[config.mk]
export PLATFORM = sky130hd
export DESIGN_NAME = alu_uart_ctrl
export DESIGN_NICKNAME = d
export VERILOG_FILES = /design/src/rtl/alu_uart_ctrl.sv
export SDC_FILE = /design/constraint.sdc
export NUM_CORES = 1
export LEC_CHECK = 0
export BUFFER_PORTS_ARGS = -buffer_cell sky130_fd_sc_hd__buf_2
export CORE_MARGIN = 2
export CORE_UTILIZATION = 30
export CTS_CLUSTER_SIZE = 28
export DETAILED_ROUTE_END_ITERATION = 8
export GPL_ROUTABILITY_DRIVEN = 0
export PLACE_DENSITY = 0.62
export SLEW_MARGIN = 10
export SYNTH_ARGS = -nofsm -noshare
export SYNTH_HDL_FRONTEND = slang
export SYNTH_SLANG_ARGS = --single-unit
export TNS_END_PERCENT = 30
[constraint.sdc]
create_clock -name clk -period 2.12 [get_ports clk]
set_input_delay 0 -clock clk [delete_from_list [all_inputs] [get_ports clk]]
set_output_delay 0 -clock clk [all_outputs]
set_load 0.01 [all_outputs]
[src/rtl/alu_uart_ctrl.sv]
// alu_uart_ctrl: collects operand A, operand B and an opcode byte from the
// UART receiver, presents them to the ALU, and hands the ALU result to the
// UART transmitter with a start/done handshake.
// Optional inter-byte timeout is compiled in with `define ALU_CTRL_TIMEOUT_EN.
//
// state   | meaning
// --------+---------------------------------------------------------------
// WAIT_A  | idle, next received byte is operand A
// WAIT_B  | next received byte is operand B
// WAIT_OP | next received byte is the opcode, checked before use
// EXEC    | ALU settles on the registered operands; result captured
// SEND    | tx_start high for this one cycle
// WAIT_TX | waiting for the transmitter to finish the byte
module alu_uart_ctrl #(
   parameter int NB_DATA        = 8,
   parameter int NB_OPCODE      = 6,
   parameter int TIMEOUT_CYCLES = 100000
) (
   input  logic                 clk,
   input  logic                 reset,
   input  logic                 rx_done,
   input  logic [NB_DATA-1:0]   rx_data,
   input  logic                 tx_done,
   input  logic [NB_DATA-1:0]   alu_result,
   output logic [NB_DATA-1:0]   alu_a,
   output logic [NB_DATA-1:0]   alu_b,
   output logic [NB_OPCODE-1:0] alu_op,
   output logic                 tx_start,
   output logic [NB_DATA-1:0]   tx_data,
   output logic                 busy,
   output logic                 op_err,
   output logic                 timeout
);

   typedef enum logic [2:0] {
      WAIT_A  = 3'd0,
      WAIT_B  = 3'd1,
      WAIT_OP = 3'd2,
      EXEC    = 3'd3,
      SEND    = 3'd4,
      WAIT_TX = 3'd5
   } state_t;

   localparam logic [NB_OPCODE-1:0] OP_ADD = NB_OPCODE'(6'b100000);
   localparam logic [NB_OPCODE-1:0] OP_SUB = NB_OPCODE'(6'b100010);
   localparam logic [NB_OPCODE-1:0] OP_AND = NB_OPCODE'(6'b100100);
   localparam logic [NB_OPCODE-1:0] OP_OR  = NB_OPCODE'(6'b100101);
   localparam logic [NB_OPCODE-1:0] OP_XOR = NB_OPCODE'(6'b100110);
   localparam logic [NB_OPCODE-1:0] OP_NOR = NB_OPCODE'(6'b100111);
   localparam logic [NB_OPCODE-1:0] OP_SRL = NB_OPCODE'(6'b000010);
   localparam logic [NB_OPCODE-1:0] OP_SRA = NB_OPCODE'(6'b000011);

   state_t               state_q, state_d;
   logic [NB_DATA-1:0]   alu_a_q, alu_a_d;
   logic [NB_DATA-1:0]   alu_b_q, alu_b_d;
   logic [NB_OPCODE-1:0] alu_op_q, alu_op_d;
   logic [NB_DATA-1:0]   tx_data_q, tx_data_d;
   logic                 tx_start_q, tx_start_d;
   logic                 busy_q, busy_d;
   logic                 op_err_q, op_err_d;
   logic                 op_ok;
   logic                 expired;

   // Opcode byte is legal only with clear upper bits and a supported code.
   always_comb begin
      op_ok = 1'b0;
      if ((rx_data >> NB_OPCODE) == '0) begin
         case (rx_data[NB_OPCODE-1:0])
            OP_ADD, OP_SUB, OP_AND, OP_OR,
            OP_XOR, OP_NOR, OP_SRL, OP_SRA: op_ok = 1'b1;
            default:                        op_ok = 1'b0;
         endcase
      end
   end

`ifdef ALU_CTRL_TIMEOUT_EN
   localparam int             CW      = $clog2(TIMEOUT_CYCLES + 1);
   localparam logic [CW-1:0]  TO_LAST = CW'(TIMEOUT_CYCLES);

   logic [CW-1:0] tcnt_q, tcnt_d;
   logic          timeout_q, timeout_d;

   // A byte arriving in the expiry cycle takes priority over the timeout.
   assign expired = ((state_q == WAIT_B) || (state_q == WAIT_OP)) &&
                    !rx_done && (tcnt_q == TO_LAST);

   // Inter-byte counter runs only while waiting mid-sequence; any accepted
   // byte or return to WAIT_A restarts it from zero.
   always_comb begin
      tcnt_d    = '0;
      timeout_d = expired;
      if (((state_q == WAIT_B) || (state_q == WAIT_OP)) && !rx_done && !expired) begin
         tcnt_d = tcnt_q + CW'(1);
      end
   end

   // Timeout counter and pulse registers.
   always_ff @(posedge clk) begin
      if (reset) begin
         tcnt_q    <= '0;
         timeout_q <= 1'b0;
      end else begin
         tcnt_q    <= tcnt_d;
         timeout_q <= timeout_d;
      end
   end

   assign timeout = timeout_q;
`else
   logic [31:0] unused_timeout_cfg;
   assign unused_timeout_cfg = 32'(TIMEOUT_CYCLES);
   assign expired            = 1'b0;
   assign timeout            = 1'b0;
`endif

   // Next-state and register-update logic for the byte sequencer.
   always_comb begin
      state_d    = state_q;
      alu_a_d    = alu_a_q;
      alu_b_d    = alu_b_q;
      alu_op_d   = alu_op_q;
      tx_data_d  = tx_data_q;
      tx_start_d = 1'b0;
      op_err_d   = 1'b0;
      case (state_q)
         WAIT_A: begin
            if (rx_done) begin
               alu_a_d = rx_data;
               state_d = WAIT_B;
            end
         end
         WAIT_B: begin
            if (rx_done) begin
               alu_b_d = rx_data;
               state_d = WAIT_OP;
            end else if (expired) begin
               state_d = WAIT_A;
            end
         end
         WAIT_OP: begin
            if (rx_done) begin
               if (op_ok) begin
                  alu_op_d = rx_data[NB_OPCODE-1:0];
                  state_d  = EXEC;
               end else begin
                  op_err_d = 1'b1;
                  state_d  = WAIT_A;
               end
            end else if (expired) begin
               state_d = WAIT_A;
            end
         end
         EXEC: begin
            tx_data_d  = alu_result;
            tx_start_d = 1'b1;
            state_d    = SEND;
         end
         SEND: begin
            // A fast transmitter may finish while tx_start is still high.
            state_d = tx_done ? WAIT_A : WAIT_TX;
         end
         WAIT_TX: begin
            if (tx_done) begin
               state_d = WAIT_A;
            end
         end
         default: state_d = WAIT_A;
      endcase
      busy_d = (state_d == EXEC) || (state_d == SEND) || (state_d == WAIT_TX);
   end

   // Sequencer state and output registers.
   always_ff @(posedge clk) begin
      if (reset) begin
         state_q    <= WAIT_A;
         alu_a_q    <= '0;
         alu_b_q    <= '0;
         alu_op_q   <= '0;
         tx_data_q  <= '0;
         tx_start_q <= 1'b0;
         busy_q     <= 1'b0;
         op_err_q   <= 1'b0;
      end else begin
         state_q    <= state_d;
         alu_a_q    <= alu_a_d;
         alu_b_q    <= alu_b_d;
         alu_op_q   <= alu_op_d;
         tx_data_q  <= tx_data_d;
         tx_start_q <= tx_start_d;
         busy_q     <= busy_d;
         op_err_q   <= op_err_d;
      end
   end

   assign alu_a    = alu_a_q;
   assign alu_b    = alu_b_q;
   assign alu_op   = alu_op_q;
   assign tx_data  = tx_data_q;
   assign tx_start = tx_start_q;
   assign busy     = busy_q;
   assign op_err   = op_err_q;

endmodule

==> results.py, run 1 <==
metrics = {
    "critical_path": {
        "max_stage_delay_ns": 0.53,
        "worst-path-buf-inv": 2,
        "rr_startpoint": "state_q[1]$_SDFF_PP0_",
        "critPathKind": "input pin to register",
        "cp.depth": 5,
        "cp_top_family": "buffers and inverters",
        "crit_start": "rx_data[7]",
        "cp_max_fo": 6,
        "required_ns": 2.33,
        "cp.arrival_ns": 1.78,
        "cp_slowest_cell": "dlygate4sd3_1",
        "crit_chain": "dlygate4sd3_1 > buf_2 > nor4_2 > o2111a_1 > mux2i_1",
        "critPathLaunchType": "input pin",
        "r2r_cells": 3,
        "end_kind": "register",
    },
    "routing": {
        "vias": 1223,
        "antenna_left": 0,
        "wl_um": 3130,
        "vias_per_cell": 4.42,
        "wl_per_cell_um": 11.3,
        "drtPass1Iterations": 4,
        "drt_iter0_drc": 83,
        "drc_errors": 0,
    },
    "status": {
        "status": "finished clean",
    },
    "sta": {
        "rsz0062_at_grt": "no",
        "holdWs_ns": 0.00251,
        "hold_violations": 0,
        "post-route-period-util_pct": 73.8,
        "finalSetupViolCount": 0,
        "skew_ns": 0.00420,
        "maxSlewHeadroom_pct": 54.7,
        "setup_slack_ns": 0.555,
        "max_freq_ghz": 0.639,
        "final_max_slew_viol_count": 0,
        "setup_tns_ns": 0,
        "fin_crit_ns": 1.57,
        "worstMarginPinSlew_ns": 0.680,
    },
    "worst_hold_path": {
        "hold_depth": 3,
        "min_from": "rx_data[1]",
        "hold_class": "input pin to register",
    },
    "floorplan": {
        "die_x_um": 74.4,
        "dieArea_um2": 5530,
        "io_pins": 54,
        "initial_core_util_pct": 31.2,
        "rows": 25,
        "fp.dieH_um": 74.4,
        "coreArea_um2": 4750,
    },
    "power": {
        "power_w": 0.00136,
        "clockPowerShare_pct": 37.3,
        "p_int_w": 0.00105,
        "sw_frac_of_total_pct": 22.4,
        "p_leak_nw": 0.929,
        "comb_power_share_pct": 10.7,
        "vdd_drop_max_v": 0.000282,
        "switchingPower_w": 0.000304,
        "power_density_nw_per_um2": 680,
        "seq_power_share_pct": 52.0,
    },
    "logic_synthesis": {
        "ys_types": 31,
        "yosysMostFrequentCell": "dfxtp_1",
        "syn_avg_cell_area_um2": 10.0,
        "yosysWarningCount": 0,
        "ys.flop_type": "dfxtp_1",
        "synthTopCellsByCount": "dfxtp_1 (36), mux2i_1 (20), nor2_1 (18), nand2_1 (16), a21oi_1 (11)",
        "synth_edf_count": 0,
        "postSynthCellCount": 148,
        "synth_top_cell_area_share_pct": 48.5,
        "synth_area_leaders": "dfxtp_1 (49%), mux2i_1 (13%), nor2_1 (4.5%)",
        "yosysTopAreaCell": "dfxtp_1",
        "netlist_area_um2": 1490,
        "yosysSeqAreaShare_pct": 48.5,
        "ys_seq_elements": 36,
        "synthArstFlopShare_pct": 0,
        "synth_fp_nets": 168,
    },
    "cts": {
        "cts_max_level": 2,
        "cts.clk_slew.worst_paths_ns": 0.07,
        "cts_buffers": 5,
        "cts_buffer_depth": 2,
        "cts_setup_buffers": 0,
        "cts_resized": 0,
        "cts_hold_buf": 13,
        "cts_tree": "done",
        "insertion_delay_ns": 0.28,
        "cts.root.buffer_cell": "clkbuf_8",
        "cts.sinks": 36,
    },
    "cells_and_area": {
        "fin_nets": 230,
        "n_antenna_cell": 0,
        "drive_above_1_share_pct": 33.3,
        "final_util_pct": 42.0,
        "nFillCells": 524,
        "area_growth_pct": 34.5,
    },
    "placed_design": {
        "portBuffers": 52,
        "place_ws_ns": 0.576,
        "place_hpwl_um": 2140,
    },
    "grt": {
        "grtUsageTotal_pct": 12.2,
        "antenna_found_initial": 0,
        "grt_max_degree": 41,
        "grt_pass1_wl_um": 5140,
        "grt_pass1_vias": 1136,
        "grt_overflow": 0,
    },
    "run": {
        "maxCapViolations": 0,
    },
}
## final cells by class
cell class	count	area (µm²)	share of cell area (%)
flip-flops and latches	36	721	36.1
multi-input cells	98	683	34.2
repair buffers	67	405	20.3
clock buffers	7	96.3	4.82
well taps	67	83.8	4.20
inverters	2	7.51	0.376
## power groups by stage
stage,clock network (W),logic [W],registers [W]
floorplan,0,0.0000774,0.000725
global placement,0,0.000128,0.000721
detailed placement,0,0.000129,0.000722
CTS,0.000534,0.000147,0.000706
global route,0.000560,0.000161,0.000709
finish,0.000507,0.000145,0.000707
## metrics by stage
| step | std cells | instance area [µm²] |
|---|---|---|
| 2_1_floorplan | 148 | 1490 |
| 3_3_place_gp | 257 | 1770 |
| 3_5_place_dp | 257 | 1770 |
| 4_1_cts | 277 | 2000 |
| 5_1_grt | 277 | 2000 |
| 6_report | 277 | 2000 |
## cell families after synthesis
logic type	Yosys count	synth area share [%]
flops	36	48.5
compound gates	19	8.51
buf+inv	14	5.90
other cells	1	0.252
mux	20	13.5
simple gates	58	23.3
## sequential cells by signal (all words and copies together) (netlist names)
signal    count
tx_data       8
op_err        1
busy          1
alu_b         8
alu_a         8
tx_start      1
state_q       3
alu_op        6
## path summary, 6_finish.rpt
| check | end | slack [ns] |
|---|---|---|
| min | alu_a[1]$_SDFFE_PP0P_ | 0.003 |
| min reg2reg | alu_a[2]$_SDFFE_PP0P_ | 0.45 |
| max reg2reg | alu_op[1]$_SDFFE_PP0P_ | 0.57 |
| max | alu_op[1]$_SDFFE_PP0P_ | 0.55 |
## worst register-to-register path, stage by stage, from the launching register on
cell	delay, ns
dfxtp_1	0.56
and4bb_2	0.31
o2111a_1	0.40
mux2i_1	0.23
## layer usage
metal  vias up  wire length [µm]  part of all wire [%]  global-route usage (%)
li1        625                 -                     -                       -
met1       559              1470                    47                    15.7
met2        34              1430                    46                    18.5
met3         5               199                   6.4                    4.61
met4         0                39                   1.2                    4.76
met5         -                 0                     0                       0
## layout by cell type (no fill, tap or decap)
cell and n:
a21oi_1 11, a31oi_1 1, a31oi_4 1, and3b_1 2, and4bb_2 1, buf_2 52
buf_4 2, clkbuf_8 7, conb_1 1, dfxtp_1 36, dlygate4sd3_1 13, inv_1 2
mux2i_1 20, nand2_1 16, nand2b_1 8, nand3_2 1, nand3b_1 2, nor2_1 18
nor2b_1 1, nor3b_1 2, nor3b_2 2, nor4_2 1, nor4b_4 1, nor4bb_2 1
o2111a_1 1, o2111ai_1 1, o211ai_1 1, o21ai_0 2, o22ai_1 1, or4_1 1
or4b_4 1
Note: power is estimated with default switching activity, not from simulation.
==> run 2: changes to the inputs <==
==> constraint.sdc (replaced) <==
create_clock -name clk -period 1.55 [get_ports clk]
set_input_delay 0 -clock clk [delete_from_list [all_inputs] [get_ports clk]]
set_output_delay 0 -clock clk [all_outputs]
set_load 0.01 [all_outputs]
==> results.py, run 2 (same netlist as run 1, synthesis figures left out) <==
metrics = {
    "cells_and_area": {
        "fin_nets": 232,
        "final_common_cell": "buf_2",
        "area_growth_pct": 38.4,
        "drive_above_1_share_pct": 34.7,
        "nFillCells": 509,
        "fin_cells": 280,
        "stdcell_area_um2": 2060,
        "n_antenna_cell": 0,
        "final_util_pct": 43.2,
        "final_cell_mix": "buf_2 (52), dfxtp_1 (35), mux2i_1 (20)",
    },
    "cts": {
        "cts_buffer_depth": 2,
        "insertion_delay_ns": 0.29,
        "cts_tree": "done",
        "cts.root.buffer_cell": "clkbuf_8",
        "cts_max_level": 2,
        "cts.clk_slew.worst_paths_ns": 0.07,
        "cts_setup_buffers": 0,
        "cts_buffers": 5,
        "cts.sinks": 36,
    },
    "sta": {
        "setup_tns_ns": 0,
        "max_freq_ghz": 0.706,
        "fin_crit_ns": 1.42,
        "hold_violations": 0,
        "post-route-period-util_pct": 91.4,
        "finalSetupViolCount": 0,
        "maxSlewHeadroom_pct": 66.3,
        "skew_ns": 0.00721,
        "final_max_slew_viol_count": 0,
        "worstMarginPinSlew_ns": 0.505,
        "rsz0062_at_grt": "no",
    },
    "power": {
        "power_density_nw_per_um2": 1010,
        "p_leak_nw": 0.950,
        "power_w": 0.00207,
        "p_int_w": 0.00162,
        "seq_power_share_pct": 46.7,
        "clockPowerShare_pct": 43.4,
        "vdd_drop_max_v": 0.000462,
        "sw_frac_of_total_pct": 21.9,
        "comb_power_share_pct": 9.9,
        "switchingPower_w": 0.000453,
    },
    "critical_path": {
        "end_kind": "register",
        "max_stage_delay_ns": 0.55,
        "worst-path-buf-inv": 1,
        "cp.arrival_ns": 1.59,
        "cp_top_family": "flip-flops",
        "critPathKind": "register to register",
        "critPathLaunchType": "register",
        "cp_slowest_cell": "dfxtp_1",
        "crit_chain": "nor4bb_2 > buf_4 > mux2i_1 > nor2_1",
        "cp_max_fo": 11,
        "required_ns": 1.73,
    },
    "grt": {
        "busiest_layer": "met2",
        "grt_pass1_vias": 1135,
        "grt_pass1_wl_um": 5390,
        "met1_usage_pct": 16.9,
        "grt_overflow": 0,
        "grtUsageTotal_pct": 12.9,
        "met3_usage_pct": 4.74,
        "antenna_found_initial": 0,
        "grt_max_degree": 22,
        "grt_util_met2_pct": 19.4,
    },
    "status": {
        "status": "finished clean",
    },
    "floorplan": {
        "initial_core_util_pct": 31.2,
        "coreArea_um2": 4750,
        "die_x_um": 74.4,
        "fp.dieH_um": 74.4,
        "io_pins": 54,
        "rows": 25,
        "dieArea_um2": 5530,
    },
    "placed_design": {
        "portBuffers": 52,
        "place_hpwl_um": 2170,
        "placedCellCount": 258,
        "place_area_um2": 1780,
    },
    "routing": {
        "antenna_left": 0,
        "drc_errors": 0,
        "vias": 1247,
        "drt_iter0_drc": 95,
        "wl_um": 3310,
        "vias_per_cell": 4.45,
        "wl_per_cell_um": 11.8,
        "drtPass1Iterations": 4,
    },
    "run": {
        "maxCapViolations": 0,
    },
    "worst_hold_path": {
        "hold_class": "input pin to register",
    },
}
## run 2: worst paths after layout
path | start | endpoint | slack, ns | cells past startpoint
setup reg to reg | state_q[0]$_SDFF_PP0_ | alu_b[7]$_SDFFE_PP0P_ | 0.13 | 4
hold reg to reg | alu_a[2]$_SDFFE_PP0P_ | alu_a[2]$_SDFFE_PP0P_ | 0.45 | 2
setup / recovery | state_q[0]$_SDFF_PP0_ | alu_b[7]$_SDFFE_PP0P_ | 0.13 | 4
hold / removal | rx_data[2] | alu_op[2]$_SDFFE_PP0P_ | 0.02 | 3
## run 2: final cells by class
type / instances / area [µm²] / area share (%)
clock buffer: 7 / 96.3 / 4.69
clock inverter: 1 / 30.0 / 1.46
inverter: 2 / 7.51 / 0.365
multi-input combinational: 98 / 693 / 33.7
sequential: 36 / 722 / 35.1
tap: 67 / 83.8 / 4.08
timing repair buffer: 69 / 423 / 20.6
## run 2: per-layer routing
| metal | part of all wire (%) | up-vias |
|---|---|---|
| li1 | - | 630 |
| met1 | 45 | 575 |
| met2 | 47 | 35 |
| met4 | 1.7 | 0 |
| met5 | 0 | - |
| met3 | 6.3 | 7 |
## run 2: what timing repair did
| item | in CTS | in global routing |
|---|---|---|
| hold buffers | 14 | 0 |
| gates resized for setup | 0 | 3 |
| endpoints found under the setup margin | 0 | 9 |
| endpoints found under the hold margin | 18 | 0 |
## run 2: stage by stage
step | hold slack [ns] | setup slack, ns
after global placement | 0.228 | 0.0470
after CTS | 0.00910 | 0.0269
after global routing | 0.0236 | 0.00661
after detailed placement | 0.243 | 0.0265
after floorplan | 0.136 | 0.240
final | 0.0235 | 0.133
## run 2: power by group through the flow
stage	registers, W	clock network (W)	logic [W]
floorplan	0.000991	0	0.000106
detailed placement	0.000988	0	0.000176
global route	0.000970	0.000970	0.000226
finish	0.000967	0.000899	0.000205
global placement	0.000986	0	0.000176
CTS	0.000966	0.000936	0.000203
## run 2: worst register-to-register path: stages (launching register included)
cell and delay (ns):
dfxtp_1 0.55, nor4bb_2 0.27, buf_4 0.23, mux2i_1 0.21, nor2_1 0.05
==> run 3: changes to the inputs <==
--- a/config.mk
+++ b/config.mk
@@ -6,12 +6,15 @@
 export NUM_CORES = 1
 export LEC_CHECK = 0
 export BUFFER_PORTS_ARGS = -buffer_cell sky130_fd_sc_hd__buf_2
+export CELL_PAD_IN_SITES_DETAIL_PLACEMENT = 1
+export CELL_PAD_IN_SITES_GLOBAL_PLACEMENT = 1
 export CORE_MARGIN = 2
 export CORE_UTILIZATION = 30
+export CTS_CLUSTER_DIAMETER = 80
 export CTS_CLUSTER_SIZE = 28
 export DETAILED_ROUTE_END_ITERATION = 8
 export GPL_ROUTABILITY_DRIVEN = 0
-export PLACE_DENSITY = 0.62
+export PLACE_DENSITY = 0.76
 export SLEW_MARGIN = 10
 export SYNTH_ARGS = -nofsm -noshare
 export SYNTH_HDL_FRONTEND = slang
==> results.py, run 3 (same netlist as run 1, synthesis figures left out) <==
metrics = {
    "status": {
        "status": "finished clean",
    },
    "cts": {
        "cts.root.buffer_cell": "clkbuf_8",
        "cts.sinks": 36,
        "cts.clk_slew.worst_paths_ns": 0.08,
        "cts_buffer_depth": 2,
        "cts_max_level": 2,
        "cts_buffers": 5,
        "insertion_delay_ns": 0.29,
        "cts_tree": "done",
    },
    "routing": {
        "wl_per_cell_um": 13.3,
        "drt_iter0_drc": 41,
        "drtPass1Iterations": 3,
        "vias": 1263,
        "antenna_left": 0,
        "wl_um": 3790,
        "drc_errors": 0,
        "vias_per_cell": 4.45,
    },
    "critical_path": {
        "crit_start": "state_q[0]$_SDFF_PP0_",
        "critPathCapture": "alu_b[7]$_SDFFE_PP0P_",
        "rr_startpoint": "state_q[0]$_SDFF_PP0_",
        "r2r_cells": 4,
        "end_kind": "register",
        "r2r_slack_ns": 0.15,
        "cp.arrival_ns": 1.59,
        "critPathLaunchType": "register",
        "critPathKind": "register to register",
        "required_ns": 1.74,
        "cp_max_fo": 8,
        "r2r-end": "alu_b[7]$_SDFFE_PP0P_",
    },
    "floorplan": {
        "fp.dieH_um": 74.4,
        "die_x_um": 74.4,
        "io_pins": 54,
        "coreArea_um2": 4750,
        "dieArea_um2": 5530,
        "rows": 25,
        "initial_core_util_pct": 31.2,
    },
    "grt": {
        "met3_usage_pct": 4.74,
        "grtUsageTotal_pct": 15.2,
        "grt_util_met2_pct": 26.8,
        "grt_max_degree": 26,
        "grt_pass1_vias": 1342,
        "met1_usage_pct": 17.2,
        "grt_overflow": 0,
        "antenna_found_initial": 0,
        "busiest_layer": "met2",
        "grt_pass1_wl_um": 6250,
    },
    "power": {
        "power_density_nw_per_um2": 926,
        "p_leak_nw": 0.948,
        "switchingPower_w": 0.000480,
        "vdd_drop_max_v": 0.000463,
        "clockPowerShare_pct": 37.7,
        "sw_frac_of_total_pct": 25.3,
        "comb_power_share_pct": 11.4,
        "seq_power_share_pct": 50.9,
        "p_int_w": 0.00141,
    },
    "sta": {
        "finalSetupViolCount": 0,
        "fin_crit_ns": 1.40,
        "holdWs_ns": 0.00876,
        "skew_ns": 0.00746,
        "final_max_slew_viol_count": 0,
        "post-route-period-util_pct": 90.6,
        "max_freq_ghz": 0.712,
        "setup_tns_ns": 0,
        "hold_violations": 0,
        "rsz0062_at_grt": "no",
    },
    "cells_and_area": {
        "final_cell_mix": "buf_2 (52), dfxtp_1 (36), mux2i_1 (20)",
        "final_common_cell": "buf_2",
        "fin_nets": 236,
        "nFillCells": 567,
        "n_antenna_cell": 0,
        "fin_cells": 284,
        "area_growth_pct": 37.8,
        "drive_above_1_share_pct": 35.5,
    },
    "run": {
        "maxCapViolations": 0,
    },
    "placed_design": {
        "place_hpwl_um": 2510,
        "placedCellCount": 262,
        "portBuffers": 52,
    },
    "worst_hold_path": {
        "hold_class": "input pin to register",
    },
}
run 3: cell types whose count changed in the layout (fill, tap and decap cells not counted), sizes merged:
| cell | delta |
|---|---|
| clkbuf | -1 |
| clkinvlp | +2 |
| buf | +4 |
| bufinv | -1 |
run 3: power groups by stage:
stage	clock network [W]	logic, W	registers (W)
2_1_floorplan	0	0.000106	0.000991
3_3_place_gp	0	0.000185	0.000985
3_5_place_dp	0	0.000187	0.000986
4_1_cts	0.000742	0.000216	0.000965
5_1_grt	0.000776	0.000239	0.000968
6_report	0.000715	0.000215	0.000964
run 3: per-stage QoR:
step / utilization (%) / worst slack (ns) / instance area (µm²) / power (W)
after CTS: 43.0 / 0.0477 / 2050 / 0.00192
final: 43.1 / 0.145 / 2050 / 0.00189
after global placement: 38.0 / 0.118 / 1810 / 0.00117
after global routing: 43.1 / 0.0171 / 2050 / 0.00198
after floorplan: - / 0.240 / 1490 / 0.00110
after detailed placement: 38.0 / 0.0836 / 1810 / 0.00117
run 3: layer usage:
metal	vias up	routed length, µm
met5	-	0
met4	0	55
met3	7	200
met2	33	1900
met1	589	1640
li1	634	-
run 3: cell type report:
| type | instances | area (µm²) | area share, % |
|---|---|---|---|
| clock inverter | 2 | 15.0 | 0.733 |
| multi-input combinational | 98 | 684 | 33.4 |
| tap | 67 | 83.8 | 4.10 |
| clock buffer | 6 | 82.6 | 4.03 |
| inverter | 2 | 7.51 | 0.367 |
| sequential | 36 | 721 | 35.2 |
| timing repair buffer | 73 | 453 | 22.1 |
run 3: repair_timing:
action	in CTS	in global routing
setup buffers	0	0
setup endpoints to repair	0	4
hold buffers	14	0
gates resized for setup	0	1
hold endpoints to repair	19	0
run 3: worst min path at each step:
stage / startpoint / to / slack [ns] / cells after the start
global route: rx_data[2] / alu_a[2]$_SDFFE_PP0P_ / 0.04 / 3
finish: rx_data[2] / alu_a[2]$_SDFFE_PP0P_ / 0.009 / 3
CTS: rx_data[2] / alu_a[2]$_SDFFE_PP0P_ / 0.01 / 3
detailed placement: alu_result[0] / tx_data[0]$_SDFFE_PP0P_ / 0.24 / 3
floorplan: rx_data[0] / alu_a[0]$_SDFFE_PP0P_ / 0.14 / 2
global placement: alu_result[2] / tx_data[2]$_SDFFE_PP0P_ / 0.23 / 3
run 3: worst max-delay path: stages (launching register included):
cell,delay (ns)
dfxtp_1,0.48
nor4bb_2,0.28
buf_4,0.25
mux2i_1,0.22
nor2_1,0.05
